<file path="config.mk">
export PLATFORM = sky130hd
export DESIGN_NAME = hex_scroller_flat
export DESIGN_NICKNAME = d
export VERILOG_FILES = /design/src/rtl/hex_scroller_if.sv /design/src/rtl/hex_scroller.sv /design/src/flat_wrapper.sv
export SDC_FILE = /design/constraint.sdc
export NUM_CORES = 1
export LEC_CHECK = 0
export BUFFER_PORTS_ARGS = -buffer_cell sky130_fd_sc_hd__buf_2
export CAP_MARGIN = 15
export CORE_ASPECT_RATIO = 1.4
export CORE_UTILIZATION = 55
export CTS_CLUSTER_DIAMETER = 50
export DETAILED_ROUTE_END_ITERATION = 8
export PLACE_DENSITY = 0.8
export SYNTH_ARGS = -nofsm -noshare
export SYNTH_HDL_FRONTEND = slang
export SYNTH_SLANG_ARGS = --single-unit
</file>
<file path="constraint.sdc">
create_clock -name ck -period 3.1 [get_ports ck]
set_input_delay 0.155 -clock ck [delete_from_list [all_inputs] [get_ports ck]]
set_output_delay 0.155 -clock ck [all_outputs]
set_load 0.02 [all_outputs]
</file>
<file path="src/rtl/hex_scroller_if.sv">
// rtl/hex_scroller_if.sv - control/window bundle between a message source and hex_scroller
interface hex_scroller_if #(
  parameter int MSG_LEN = 16
);
  localparam int PW = $clog2(MSG_LEN);

  logic [4*MSG_LEN-1:0] msg;
  logic                 load;
  logic                 run;
  logic                 step;
  logic                 dir;
  logic [3:0]           seg0, seg1, seg2, seg3, seg4, seg5, seg6, seg7;
  logic [PW-1:0]        pos;

  modport master (
    output msg, load, run, step, dir,
    input  seg0, seg1, seg2, seg3, seg4, seg5, seg6, seg7, pos
  );

  modport slave (
    input  msg, load, run, step, dir,
    output seg0, seg1, seg2, seg3, seg4, seg5, seg6, seg7, pos
  );
endinterface

</file>
<file path="src/rtl/hex_scroller.sv">
// rtl/hex_scroller.sv - circular 8-digit marquee window over a hex message
module hex_scroller #(
  parameter int MSG_LEN  = 16,
  parameter int TICK_DIV = 50000000
) (
  input  logic           ck,
  input  logic           rst,
  hex_scroller_if.slave  bus
);
  localparam int PW = $clog2(MSG_LEN);
  localparam int SW = PW + 1;
  localparam int CW = $clog2(TICK_DIV);
  localparam logic [PW-1:0] POS_LAST = PW'(MSG_LEN - 1);
  localparam logic [CW-1:0] CNT_LAST = CW'(TICK_DIV - 1);
  localparam logic [SW-1:0] LEN_W    = SW'(MSG_LEN);

  typedef enum logic {STOPPED, RUNNING} state_t;

  state_t               state_q;
  logic [CW-1:0]        cnt_q;
  logic [PW-1:0]        pos_q, pos_d;
  logic [4*MSG_LEN-1:0] msg_q;
  logic [3:0]           win_q [8];
  logic [3:0]           win_d [8];
  logic [3:0]           nib [MSG_LEN];
  logic                 tick, advance;

  // nibble k of the stored message, nibble 0 being the leftmost literal digit
  for (genvar k = 0; k < MSG_LEN; k++) begin : g_nib
    assign nib[k] = msg_q[4*(MSG_LEN-1-k) +: 4];
  end

  // tick/advance decode and the next position, wrapped modulo MSG_LEN explicitly
  always_comb begin
    tick    = (state_q == RUNNING) && (cnt_q == CNT_LAST);
    advance = tick || ((state_q == STOPPED) && bus.step);
    pos_d   = pos_q;
    if (bus.dir) begin
      pos_d = (pos_q == '0) ? POS_LAST : pos_q - 1'b1;
    end else begin
      pos_d = (pos_q == POS_LAST) ? '0 : pos_q + 1'b1;
    end
  end

  // window digit i shows nibble (pos+i) mod MSG_LEN; the sum never reaches 2*MSG_LEN
  always_comb begin
    logic [SW-1:0] sum;
    sum = '0;
    for (int i = 0; i < 8; i++) begin
      sum = {1'b0, pos_q} + SW'(i);
      if (sum >= LEN_W) begin
        sum = sum - LEN_W;
      end
      win_d[i] = nib[sum[PW-1:0]];
    end
  end

  // run/stop FSM, prescaler, position and registered window; load beats any advance
  always_ff @(posedge ck) begin
    if (rst) begin
      state_q <= STOPPED;
      cnt_q   <= '0;
      pos_q   <= '0;
      msg_q   <= '0;
      for (int i = 0; i < 8; i++) begin
        win_q[i] <= '0;
      end
    end else begin
      for (int i = 0; i < 8; i++) begin
        win_q[i] <= win_d[i];
      end
      case (state_q)
        STOPPED: begin
          cnt_q <= '0;
          if (bus.run) begin
            state_q <= RUNNING;
          end
        end
        RUNNING: begin
          if (!bus.run) begin
            state_q <= STOPPED;
            cnt_q   <= '0;
          end else begin
            cnt_q <= tick ? '0 : cnt_q + 1'b1;
          end
        end
        default: begin
          state_q <= STOPPED;
          cnt_q   <= '0;
        end
      endcase
      if (bus.load) begin
        msg_q <= bus.msg;
        pos_q <= '0;
        cnt_q <= '0;
      end else if (advance) begin
        pos_q <= pos_d;
      end
    end
  end

  assign bus.seg7 = win_q[0];
  assign bus.seg6 = win_q[1];
  assign bus.seg5 = win_q[2];
  assign bus.seg4 = win_q[3];
  assign bus.seg3 = win_q[4];
  assign bus.seg2 = win_q[5];
  assign bus.seg1 = win_q[6];
  assign bus.seg0 = win_q[7];
  assign bus.pos  = pos_q;

endmodule

</file>
<file path="src/flat_wrapper.sv">
// flat-port wrapper written by rule: the top's interface ports become plain ports
module hex_scroller_flat 
#(
  parameter int MSG_LEN  = 16,
  parameter int TICK_DIV = 50000000
)
  (ck, rst, bus_msg, bus_load, bus_run, bus_step, bus_dir, bus_seg0, bus_seg1, bus_seg2, bus_seg3, bus_seg4, bus_seg5, bus_seg6, bus_seg7, bus_pos);
  hex_scroller_if #(.MSG_LEN(MSG_LEN)) bus_i ();
  input  logic ck;
  input  logic rst;
  input wire logic [$bits(bus_i.msg)-1:0] bus_msg;
  input wire logic [$bits(bus_i.load)-1:0] bus_load;
  input wire logic [$bits(bus_i.run)-1:0] bus_run;
  input wire logic [$bits(bus_i.step)-1:0] bus_step;
  input wire logic [$bits(bus_i.dir)-1:0] bus_dir;
  output wire logic [$bits(bus_i.seg0)-1:0] bus_seg0;
  output wire logic [$bits(bus_i.seg1)-1:0] bus_seg1;
  output wire logic [$bits(bus_i.seg2)-1:0] bus_seg2;
  output wire logic [$bits(bus_i.seg3)-1:0] bus_seg3;
  output wire logic [$bits(bus_i.seg4)-1:0] bus_seg4;
  output wire logic [$bits(bus_i.seg5)-1:0] bus_seg5;
  output wire logic [$bits(bus_i.seg6)-1:0] bus_seg6;
  output wire logic [$bits(bus_i.seg7)-1:0] bus_seg7;
  output wire logic [$bits(bus_i.pos)-1:0] bus_pos;
  assign bus_i.msg = bus_msg;
  assign bus_i.load = bus_load;
  assign bus_i.run = bus_run;
  assign bus_i.step = bus_step;
  assign bus_i.dir = bus_dir;
  assign bus_seg0 = bus_i.seg0;
  assign bus_seg1 = bus_i.seg1;
  assign bus_seg2 = bus_i.seg2;
  assign bus_seg3 = bus_i.seg3;
  assign bus_seg4 = bus_i.seg4;
  assign bus_seg5 = bus_i.seg5;
  assign bus_seg6 = bus_i.seg6;
  assign bus_seg7 = bus_i.seg7;
  assign bus_pos = bus_i.pos;
  hex_scroller #(.MSG_LEN(MSG_LEN), .TICK_DIV(TICK_DIV)) u_core (.ck(ck), .rst(rst), .bus(bus_i));
endmodule
</file>
==> metrics, run 1 <==
top flip-flop cell by instance count after synthesis dfxtp_1; maximum fanout encountered on the critical timing path 13; drt via density 6.52; area post-placement 7660 sq um; violation count after the first detailed-routing iteration 573; critical path class reg -> reg; initial cell density of the core 56.9%; Cell Int Power 3.26 mW; Setup TNS 0 ns; Slew Viols, Final 0; number of instances resized during post-cts repair 0; top cells by count, synth mux2i_1, dfxtp_1, nor2_1; fraction of post-synthesis cell area in the top cell type by area 35.8%; signed area change from the synthesized netlist to the final layout 21.2%; area occupied by multi-input gates 4290 sq um; Yosys warning total 0; largest incremental delay on the critical path 0.64 ns; via count 6,017; number of rows in the core area 48; half-perimeter wire length after detailed placement 14.4 mm; status complete, but fails checks; number of distinct library cells after synthesis 49; via count of the first global-routing pass 6,058; cell area after layout 8610 sq um; number of antenna violations at the first check in global routing 0; detailed-route DRC error count 5; largest cells by area after synthesis dfxtp_1, mux4_2, mux2i_1; fraction of layout cells with a size suffix above 1 29.5%; final RePlAce weighted congestion 0.944; critical path capture point type register; leftover overflow at the end of global routing 0; path length in cells of the critical path 7; Min-Delay Path Depth 3; FF+latch area 2550 sq um; Min Clock Period, post-route 2.66 ns; net count after synthesis 717; DIE WIDTH 98.1 microns; antenna diode instance count 0; maximum achievable frequency 375 MHz; total CTS buffers 17; type of the tightest min-delay check in -> reg; setup clock skew after layout 0.0110 ns; Fill cells 863; Combinational Power Share 16.2%; Slew @ Worst Pin 1.04 ns; setup repair after global routing missed its margin false; setup-violating endpoint count in the final report 0; largest net degree at the start of global routing 68; count of boundary I/O pins 106; die height 136 microns; total power density per cell area 518 nW/um^2; count of H-tree levels built during CTS 4; register bit count reported by yosys 127; number of I/O port buffers 105; post-layout util 69.0%; clock-pin slew on the worst setup and hold paths 0.05 ns; Net Sw Frac 27.0%; Leak 3.43 nW; wire length of the first global-routing pass 32.5 mm; clock net sink count 127; post-synthesis instance total 637; Syn Std Cell Area 7110 sq um; TritonCTS clock tree done; Post-synth EDFFs 0; part of the Yosys area used for sequential elements 35.8%; mean instance size in the synthesized netlist 11.2 sq um; nets 841; routed len/inst 22.7 microns; number of routed nets with antenna violations 0; final wirelength 21.0 mm; library cell with the highest instance count after synthesis mux2i_1; Critical Path Slowest Stage Cell xnor2_2; switching power 1.20 mW; number of max-cap violations 0; worst-case reg-to-reg path depth 7; violated checks design-rule violations; router iterations before antenna repair 7; required time at the endpoint of the critical path 3.37 ns; share of async-settable or async-resettable flops after synthesis 0%; GR Util All Layers 32.4%; count of final hold-check violations 0; power share of the clock group 42.9%; signal arrival time at the worst endpoint 2.94 ns; Setup crit start kind register; cell-by-cell trace of the critical path inv_1, buf_4, ha_1, a21boi_1, xnor2_2, mux2i_1, o22ai_1; cell at the root of the clock tree clkbuf_16; top cell family by delay on the critical path XOR/XNOR gates; Buf+Inv Stages, Crit Path 2; library cell with the largest summed area after synthesis dfxtp_1; Relative slew margins 31.0%; Core Footprint 12,500 sq um; maximum buffer depth of the clock tree 2; Skew-Pair Late Insertion Delay 0.41 ns; part of the cycle the worst path needs 86.0%; Seq pwr share 40.9%; maximum VDD drop 0.439 mV; DIE AREA 13,400 sq um; Hold Worst Slack 0.00163 ns
power groups by stage:
stage                     sequential [mW]  combinational (mW)  clock (mW)
after floorplan                      1.84               0.452           0
after global placement               1.84               0.643           0
after detailed placement             1.85               0.663           0
after CTS                            1.81               0.708        1.92
after global routing                 1.83               0.764        2.01
final                                1.82               0.724        1.92
stage by stage:
| step | power, mW | std cells | setup slack (ns) |
|---|---|---|---|
| after CTS | 4.44 | 922 | 0.475 |
| final | 4.46 | 923 | 0.435 |
| after floorplan | 2.29 | 637 | 0.146 |
| after detailed placement | 2.51 | 853 | 0.584 |
| after global routing | 4.60 | 923 | 0.382 |
| after global placement | 2.48 | 853 | 0.608 |
cell type report:
class	count	share of cell area, %
clock inverters	9	0.973
flip-flops and latches	127	29.6
multi-input cells	451	49.8
inverters	12	0.523
clock buffers	22	5.64
repair buffers	152	11.3
well taps	150	2.18
state kept, by name, summed over array words and instances, names as in the netlist:
name,flops
u_core.msg_q,64
u_core.state_q,1
u_core.bus.pos,4
u_core.win_q,32
u_core.cnt_q,26
placed cells by master, fill, tap and decap left out, types with 2 or more instances in the layout:
cell	synthesis	routed
xnor2_2	2	2
nor2_1	76	76
nor4_1	3	3
nand2_1	13	13
nand2b_1	5	5
dlygate4sd3_1	0	38
and3b_1	2	2
a21o_1	2	2
or4_1	5	5
inv_1	12	12
o21ai_0	12	12
buf_2	18	104
nor2b_1	2	2
o31ai_1	4	4
clkbuf_16	0	18
or3_1	10	10
or4_4	2	2
or2_2	5	5
ha_1	10	10
xnor2_1	11	11
mux4_2	64	64
clkinv_2	0	3
a21oi_1	19	19
o211ai_1	2	2
clkinvlp_4	0	4
dfxtp_1	127	125
mux2i_1	131	131
o22ai_1	32	32
nand3_1	12	12
nor3_1	4	4
xor2_1	2	2
nand4_1	4	4
clkbuf_8	0	2
buf_4	4	10
clkbuf_1	9	2
worst min-delay path, stage by stage:
cell	delay (ns)
buf_2	0.08
mux2i_1	0.06
nor2_1	0.08
logic make-up (layout without fill, tap and decap cells):
| kind of cell | after synthesis | in the layout | share of synthesized area [%] |
|---|---|---|---|
| compound gates | 80 | 80 | 7.03 |
| flops | 127 | 127 | 35.8 |
| xor+xnor | 16 | 16 | 2.29 |
| simple gates | 150 | 150 | 10.5 |
| fa+ha+maj | 10 | 10 | 1.76 |
| buf+inv | 59 | 195 | 3.86 |
| mux | 195 | 195 | 38.7 |
path summary, 6_finish.rpt:
kind / slack (ns) / endpoint / startpoint
worst max-delay path: 0.44 / u_core.win_q[1][13] / u_core.bus.pos[2]
worst min-delay path: 0.002 / u_core.msg_q[12] / bus_msg[12]
worst max register to register: 0.44 / u_core.win_q[1][13] / u_core.bus.pos[2]
worst min register to register: 0.48 / u_core.cnt_q[0] / u_core.cnt_q[0]
what timing repair did:
item                      CTS  global route
hold endpoints to repair   38             0
setup buffers               0             0
hold buffers               38             0
routing by layer:
layer  wire length [microns]  vias up  global-route usage, %
met2                   10900      351                   58.4
li1                        -     2662                      -
met1                    7430     2929                   34.8
met5                       0        -                      0
met3                    1460       75                   6.32
met4                    1190        0                   19.9
No activity file was read; power rests on OpenSTA's default activity.
==> run 2: changes to the inputs <==
--- a/config.mk
+++ b/config.mk
@@ -5,13 +5,14 @@
 export SDC_FILE = /design/constraint.sdc
 export NUM_CORES = 1
 export LEC_CHECK = 0
-export BUFFER_PORTS_ARGS = -buffer_cell sky130_fd_sc_hd__buf_2
 export CAP_MARGIN = 15
 export CORE_ASPECT_RATIO = 1.4
 export CORE_UTILIZATION = 55
 export CTS_CLUSTER_DIAMETER = 50
 export DETAILED_ROUTE_END_ITERATION = 8
-export PLACE_DENSITY = 0.8
+export DONT_BUFFER_PORTS = 1
+export MAX_ROUTING_LAYER = met4
+export PLACE_DENSITY = 0.73
 export SYNTH_ARGS = -nofsm -noshare
 export SYNTH_HDL_FRONTEND = slang
 export SYNTH_SLANG_ARGS = --single-unit
==> run 2 against run 1 <==
The flow still finishes with violations (design-rule violations). Sequential share of layout area increased by 0.41 points. Clock-buffer cell count decreased by 2. Sequential cell count unchanged. Via count decreased by 6.0%. Final area decreased by 1.4%. Hold slack improved by 0.0019 ns. Clock power increased by 9%. Critical path type unchanged.
==> metrics, run 2 (synthesis gave the netlist of run 1 again) <==
via count of the first global-routing pass 5,683 (was 6,058); largest net degree at the start of global routing 68 (unchanged); largest registers u_core.msg_q (64), u_core.win_q (32), u_core.cnt_q (26) (unchanged); detailed-route DRC error count 6 (was 5); violation count after the first detailed-routing iteration 490 (was 573); status complete, but fails checks (unchanged); Relative slew margins 40.9% (was 31.0%); routed len/inst 23.0 microns (was 22.7 microns); Cell Int Power 3.38 mW (was 3.26 mW); Leak 3.16 nW (was 3.43 nW); highest-count cells in the layout ignoring fill and taps mux2i_1, dfxtp_1, nor2_1 (was mux2i_1, dfxtp_1, buf_2); part of the cycle the worst path needs 86.2% (was 86.0%); Net Sw Frac 26.3% (was 27.0%); maximum achievable frequency 374 MHz (was 375 MHz); Hold Worst Slack 0.00348 ns (was 0.00163 ns); final wirelength 19.6 mm (was 21.0 mm); setup clock skew after layout 0.0118 ns (was 0.0110 ns); Setup TNS 0 ns (unchanged); TritonCTS clock tree done (unchanged); number of routed nets with antenna violations 0 (unchanged); maximum fanout encountered on the critical timing path 13 (unchanged); half-perimeter wire length after detailed placement 13.5 mm (was 14.4 mm); Skew-Pair Late Insertion Delay 0.42 ns (was 0.41 ns); final worst setup slack 0.427 ns (was 0.435 ns); maximum buffer depth of the clock tree 2 (unchanged); number of I/O port buffers 0 (was 105); maximum VDD drop 0.450 mV (was 0.439 mV); die height 136 microns (unchanged); clock net sink count 127 (unchanged); signed area change from the synthesized netlist to the final layout 19.6% (was 21.2%); drt via density 6.65 (was 6.52); area occupied by multi-input gates 4290 sq um (unchanged); fraction of layout cells with a size suffix above 1 18.3% (was 29.5%); switching power 1.21 mW (was 1.20 mW); total power density per cell area 540 nW/um^2 (was 518 nW/um^2); count of final hold-check violations 0 (unchanged); count of boundary I/O pins 106 (unchanged); final RePlAce weighted congestion 1.00 (was 0.944); critical path capture point type register (unchanged); worst slack after detailed placement 0.780 ns (was 0.584 ns); Seq pwr share 40.6% (was 40.9%); clock-pin slew on the worst setup and hold paths 0.06 ns (was 0.05 ns); critical path class reg -> reg (unchanged); Largest Register u_core.msg_q (unchanged); Total Power Consumption 4.59 mW (was 4.46 mW); Combinational Power Share 13.7% (was 16.2%); Fill cells 906 (was 863); count of H-tree levels built during CTS 4 (unchanged); Post-CTS Setup Repair Bufs 0 (unchanged); signal arrival time at the worst endpoint 3.03 ns (was 2.94 ns); via count 5,658 (was 6,017); number of instances resized during post-cts repair 0 (unchanged); cell at the root of the clock tree clkbuf_16 (unchanged); GR Util All Layers 31.3% (was 32.4%); router iterations before antenna repair 7 (unchanged); Min Clock Period, post-route 2.67 ns (was 2.66 ns); required time at the endpoint of the critical path 3.46 ns (was 3.37 ns); number of flip-flops under the largest register name 64 (unchanged); leftover overflow at the end of global routing 0 (unchanged); power share of the clock group 45.6% (was 42.9%); number of antenna violations at the first check in global routing 0 (unchanged); FF+latch area 2550 sq um (unchanged); setup-violating endpoint count in the final report 0 (unchanged); violated checks design-rule violations (unchanged); initial cell density of the core 56.9% (unchanged); number of max-cap violations 0 (unchanged); type of the tightest min-delay check in -> reg (unchanged); DIE WIDTH 98.1 microns (unchanged); hold buffer count at cts 70 (was 38); Min-Delay Path Depth 3 (unchanged); setup repair after global routing missed its margin false (unchanged); total CTS buffers 17 (unchanged); number of rows in the core area 48 (unchanged); DIE AREA 13,400 sq um (unchanged); Core Footprint 12,500 sq um (unchanged); wire length of the first global-routing pass 30.7 mm (was 32.5 mm); worst-case reg-to-reg path depth 5 (was 7); nets 768 (was 841); Slew @ Worst Pin 0.885 ns (was 1.04 ns); Slew Viols, Final 0 (unchanged); antenna diode instance count 0 (unchanged); Setup crit start kind register (unchanged); most common cell after layout, fill and taps aside mux2i_1 (unchanged)
run 2: cell types whose count changed in the layout (fill, tap and decap cells not counted), sizes merged:
cell         delta
clkbuf          -2
bufinv          +2
buf           -103
clkinvlp        -3
clkinv          +2
dlygate4sd3    +30
inv             +2
run 2: final cells by class:
type	instances	share of cell area, %
timing repair buffer	79	9.45
sequential	127	30.0
inverter	12	0.530
clock inverter	12	1.86
clock buffer	20	5.49
multi-input combinational	451	50.5
tap	150	2.21
run 2: final timing paths:
check | startpoint | end | slack (ns)
worst min register to register | u_core.cnt_q[0] | u_core.cnt_q[0] | 0.49
worst min-delay path | rst | u_core.bus.pos[0] | 0.003
worst max-delay path | u_core.bus.pos[3] | u_core.bus.pos[3] | 0.43
worst max register to register | u_core.bus.pos[3] | u_core.bus.pos[3] | 0.43
run 2: power by group through the flow:
stage	logic [mW]	clock network (mW)	registers, mW
2_1_floorplan	0.452	0	1.84
3_3_place_gp	0.484	0	1.89
3_5_place_dp	0.502	0	1.89
4_1_cts	0.617	2.11	1.86
5_1_grt	0.670	2.18	1.87
6_report	0.631	2.10	1.87
run 2: layer usage:
metal,vias up,share of wire [%],global-route usage [%]
li1,2525,-,-
met3,61,7.0,7.35
met2,266,53,55.9
met5,-,0,-
met4,0,5.3,18.5
met1,2806,34,30.9
run 2: critical path, cell delays in order (launching register included):
cell           delay [ns]
dfxtp_1              0.90
a21boi_0             0.37
o21ai_0              0.15
a22o_1               0.26
a2111oi_2            0.34
dlygate4sd3_1        0.59
run 2: per-stage QoR:
step / instance area [sq um] / instances / utilization, %
after floorplan: 7110 / 637 / -
after global placement: 7130 / 748 / 57.1
after detailed placement: 7130 / 748 / 57.1
after CTS: 8490 / 850 / 68.0
after global routing: 8500 / 851 / 68.0
final: 8500 / 851 / 68.0
==> run 3: changes to the inputs <==
--- a/config.mk
+++ b/config.mk
@@ -7,12 +7,12 @@
 export LEC_CHECK = 0
 export CAP_MARGIN = 15
 export CORE_ASPECT_RATIO = 1.4
-export CORE_UTILIZATION = 55
+export CORE_UTILIZATION = 30
 export CTS_CLUSTER_DIAMETER = 50
 export DETAILED_ROUTE_END_ITERATION = 8
 export DONT_BUFFER_PORTS = 1
 export MAX_ROUTING_LAYER = met4
-export PLACE_DENSITY = 0.73
+export PLACE_DENSITY = 0.47
 export SYNTH_ARGS = -nofsm -noshare
 export SYNTH_HDL_FRONTEND = slang
 export SYNTH_SLANG_ARGS = --single-unit
==> run 3 against run 2 <==
The flow now finishes without violations. Maximum frequency is 1.3% lower. Non-clock buffer count is 1 lower. Sequential share of layout area is 0.71 points lower. Routed wire length is 12% higher. Largest cell class unchanged. Register-to-register slack worse by 0.03 ns. Sequential power hardly changed. Critical endpoint unchanged. Critical path type unchanged.
==> metrics, run 3 (synthesis gave the netlist of run 1 again) <==
status finished clean (was complete, but fails checks); count of final hold-check violations 0 (unchanged); R2R Path Start u_core.bus.pos[1] (was u_core.bus.pos[3]); DIE AREA 24,300 sq um (was 13,400 sq um); total power density per cell area 536 nW/um^2 (was 540 nW/um^2); Fill cells 2,257 (was 906); maximum buffer depth of the clock tree 2 (unchanged); initial cell density of the core 30.6% (was 56.9%); worst-case reg-to-reg path depth 7 (was 5); part of the cycle the worst path needs 87.4% (was 86.2%); signal arrival time at the worst endpoint 3.07 ns (was 3.03 ns); Hold Worst Slack 0.0439 ns (was 0.00348 ns); antenna diode instance count 0 (unchanged); via count 5,545 (was 5,658); Min Clock Period, post-route 2.71 ns (was 2.67 ns); R2R Path End u_core.bus.pos[3] (unchanged); signed area change from the synthesized netlist to the final layout 22.5% (was 19.6%); setup clock skew after layout 0.0130 ns (was 0.0118 ns); number of rows in the core area 66 (was 48); Setup TNS 0 ns (unchanged); fraction of layout cells with a size suffix above 1 17.9% (was 18.3%); DIE WIDTH 132 microns (was 98.1 microns); maximum achievable frequency 369 MHz (was 374 MHz); highest-count cells in the layout ignoring fill and taps mux2i_1, dfxtp_1, nor2_1 (unchanged); cell at the root of the clock tree clkbuf_16 (unchanged); Critical Path Slowest Stage Cell dlygate4sd3_1 (was dfxtp_1); startpoint of the most critical setup path u_core.bus.pos[1] (was u_core.bus.pos[3]); GR Util All Layers 19.0% (was 31.3%); Slew Viols, Final 0 (unchanged); clock net sink count 127 (unchanged); number of placed instances, taps included 903 (was 748); cell area after layout 8700 sq um (was 8500 sq um); maximum fanout encountered on the critical timing path 9 (was 13); via count of the first global-routing pass 5,609 (was 5,683); hold buffer count at cts 70 (unchanged); largest net degree at the start of global routing 66 (was 68); Setup crit start kind register (unchanged); flop-to-flop setup slack 0.39 ns (was 0.43 ns); setup-violating endpoint count in the final report 0 (unchanged); critical path capture point type register (unchanged); type of the tightest min-delay check in -> reg (unchanged); half-perimeter wire length after detailed placement 16.0 mm (was 13.5 mm); count of H-tree levels built during CTS 4 (unchanged); Relative slew margins 40.7% (was 40.9%); wire length of the first global-routing pass 33.2 mm (was 30.7 mm); TritonCTS clock tree done (unchanged); most common cell after layout, fill and taps aside mux2i_1 (unchanged); number of flip-flops under the largest register name 64 (unchanged); number of I/O port buffers 0 (unchanged); detailed-route DRC error count 0 (was 6); critical path class reg -> reg (unchanged); number of routed nets with antenna violations 0 (unchanged); violation count after the first detailed-routing iteration 317 (was 490); Core Footprint 23,200 sq um (was 12,500 sq um); drt via density 5.51 (was 6.65); Skew-Pair Late Insertion Delay 0.42 ns (about the same); router iterations before antenna repair 5 (was 7); Largest Register u_core.msg_q (unchanged); setup repair after global routing missed its margin false (unchanged); post-layout util 37.5% (was 68.0%); largest incremental delay on the critical path 0.58 ns (was 0.90 ns); clock-pin slew on the worst setup and hold paths 0.06 ns (about the same); maximum VDD drop 0.443 mV (was 0.450 mV); total CTS buffers 17 (unchanged); nets 767 (was 768); number of standard cells in the final layout excluding fillers 1,006 (was 851); leftover overflow at the end of global routing 0 (unchanged); area post-placement 7330 sq um (was 7130 sq um); Slew @ Worst Pin 0.888 ns (was 0.885 ns); number of antenna violations at the first check in global routing 0 (unchanged); largest registers u_core.msg_q (64), u_core.win_q (32), u_core.cnt_q (26) (unchanged); count of boundary I/O pins 106 (unchanged); Critical Path Sink u_core.bus.pos[3] (unchanged); final wirelength 22.0 mm (was 19.6 mm); Leak 3.15 nW (was 3.16 nW); cell-by-cell trace of the critical path inv_1, ha_1, a21boi_1, xnor2_2, a22o_1, a2111oi_2, dlygate4sd3_1 (was a21boi_0, o21ai_0, a22o_1, a2111oi_2, dlygate4sd3_1); required time at the endpoint of the critical path 3.46 ns (about the same); die height 184 microns (was 136 microns); number of max-cap violations 0 (unchanged); Post-CTS Setup Repair Bufs 0 (unchanged); routed len/inst 21.9 microns (was 23.0 microns); number of instances resized during post-cts repair 0 (unchanged); final RePlAce weighted congestion 0.922 (was 1.00)
[run 3: changes by cell type in the layout (fill, tap and decap cells not counted)]
cell and change:
clkbuf_8 -2, inv_4 -1, clkinv_4 -2, inv_6 +1, clkinvlp_4 +2, buf_4 -2, clkinv_2 -1, buf_12 +1
clkbuf_1 +2, bufinv_16 +1
[run 3: worst max-delay path: cells and delay by family, from the launching register on]
kind	cells	cell delay, ns
fa+ha+maj	1	0.28
flops	1	0.49
xor+xnor	1	0.32
compound gates	3	0.82
buf+inv	2	0.73
[run 3: how the worst min path moves through the flow]
stage | from | end | slack, ns | cells after the start
after floorplan | bus_run | u_core.state_q | 0.28 | 1
after global placement | bus_load | u_core.bus.pos[3] | 0.23 | 1
after detailed placement | bus_load | u_core.bus.pos[3] | 0.23 | 1
after CTS | rst | u_core.win_q[0][3] | 0.01 | 2
after global routing | rst | u_core.win_q[0][2] | 0.03 | 2
final | rst | u_core.win_q[0][3] | 0.04 | 2
[run 3: through the flow]
stage	setup WS [ns]	power [mW]
after global placement	0.672	2.41
after global routing	0.194	4.82
after CTS	0.343	4.70
after detailed placement	0.639	2.42
after floorplan	0.146	2.29
final	0.392	4.66
[run 3: where the power goes]
group          total, mW  internal [mW]  switching [mW]
registers           1.87           1.72           0.150
logic              0.638          0.336           0.301
clock network       2.16           1.37           0.784
[run 3: per-layer routing]
metal	part of all wire, %	global-route usage (%)	routed length (microns)	up-vias
met2	54	33.5	11800	193
met1	36	19.5	8010	2782
met4	5.4	12.2	1190	0
li1	-	-	-	2519
met3	4.7	3.44	1020	51
met5	0	-	0	-
[run 3: final cells by class]
class / count / area, sq um / area share [%]
inverters: 12 / 45.0 / 0.518
repair buffers: 78 / 808 / 9.29
multi-input cells: 451 / 4290 / 49.3
clock inverters: 12 / 183 / 2.10
clock buffers: 20 / 447 / 5.13
flip-flops and latches: 127 / 2550 / 29.3
well taps: 306 / 383 / 4.40
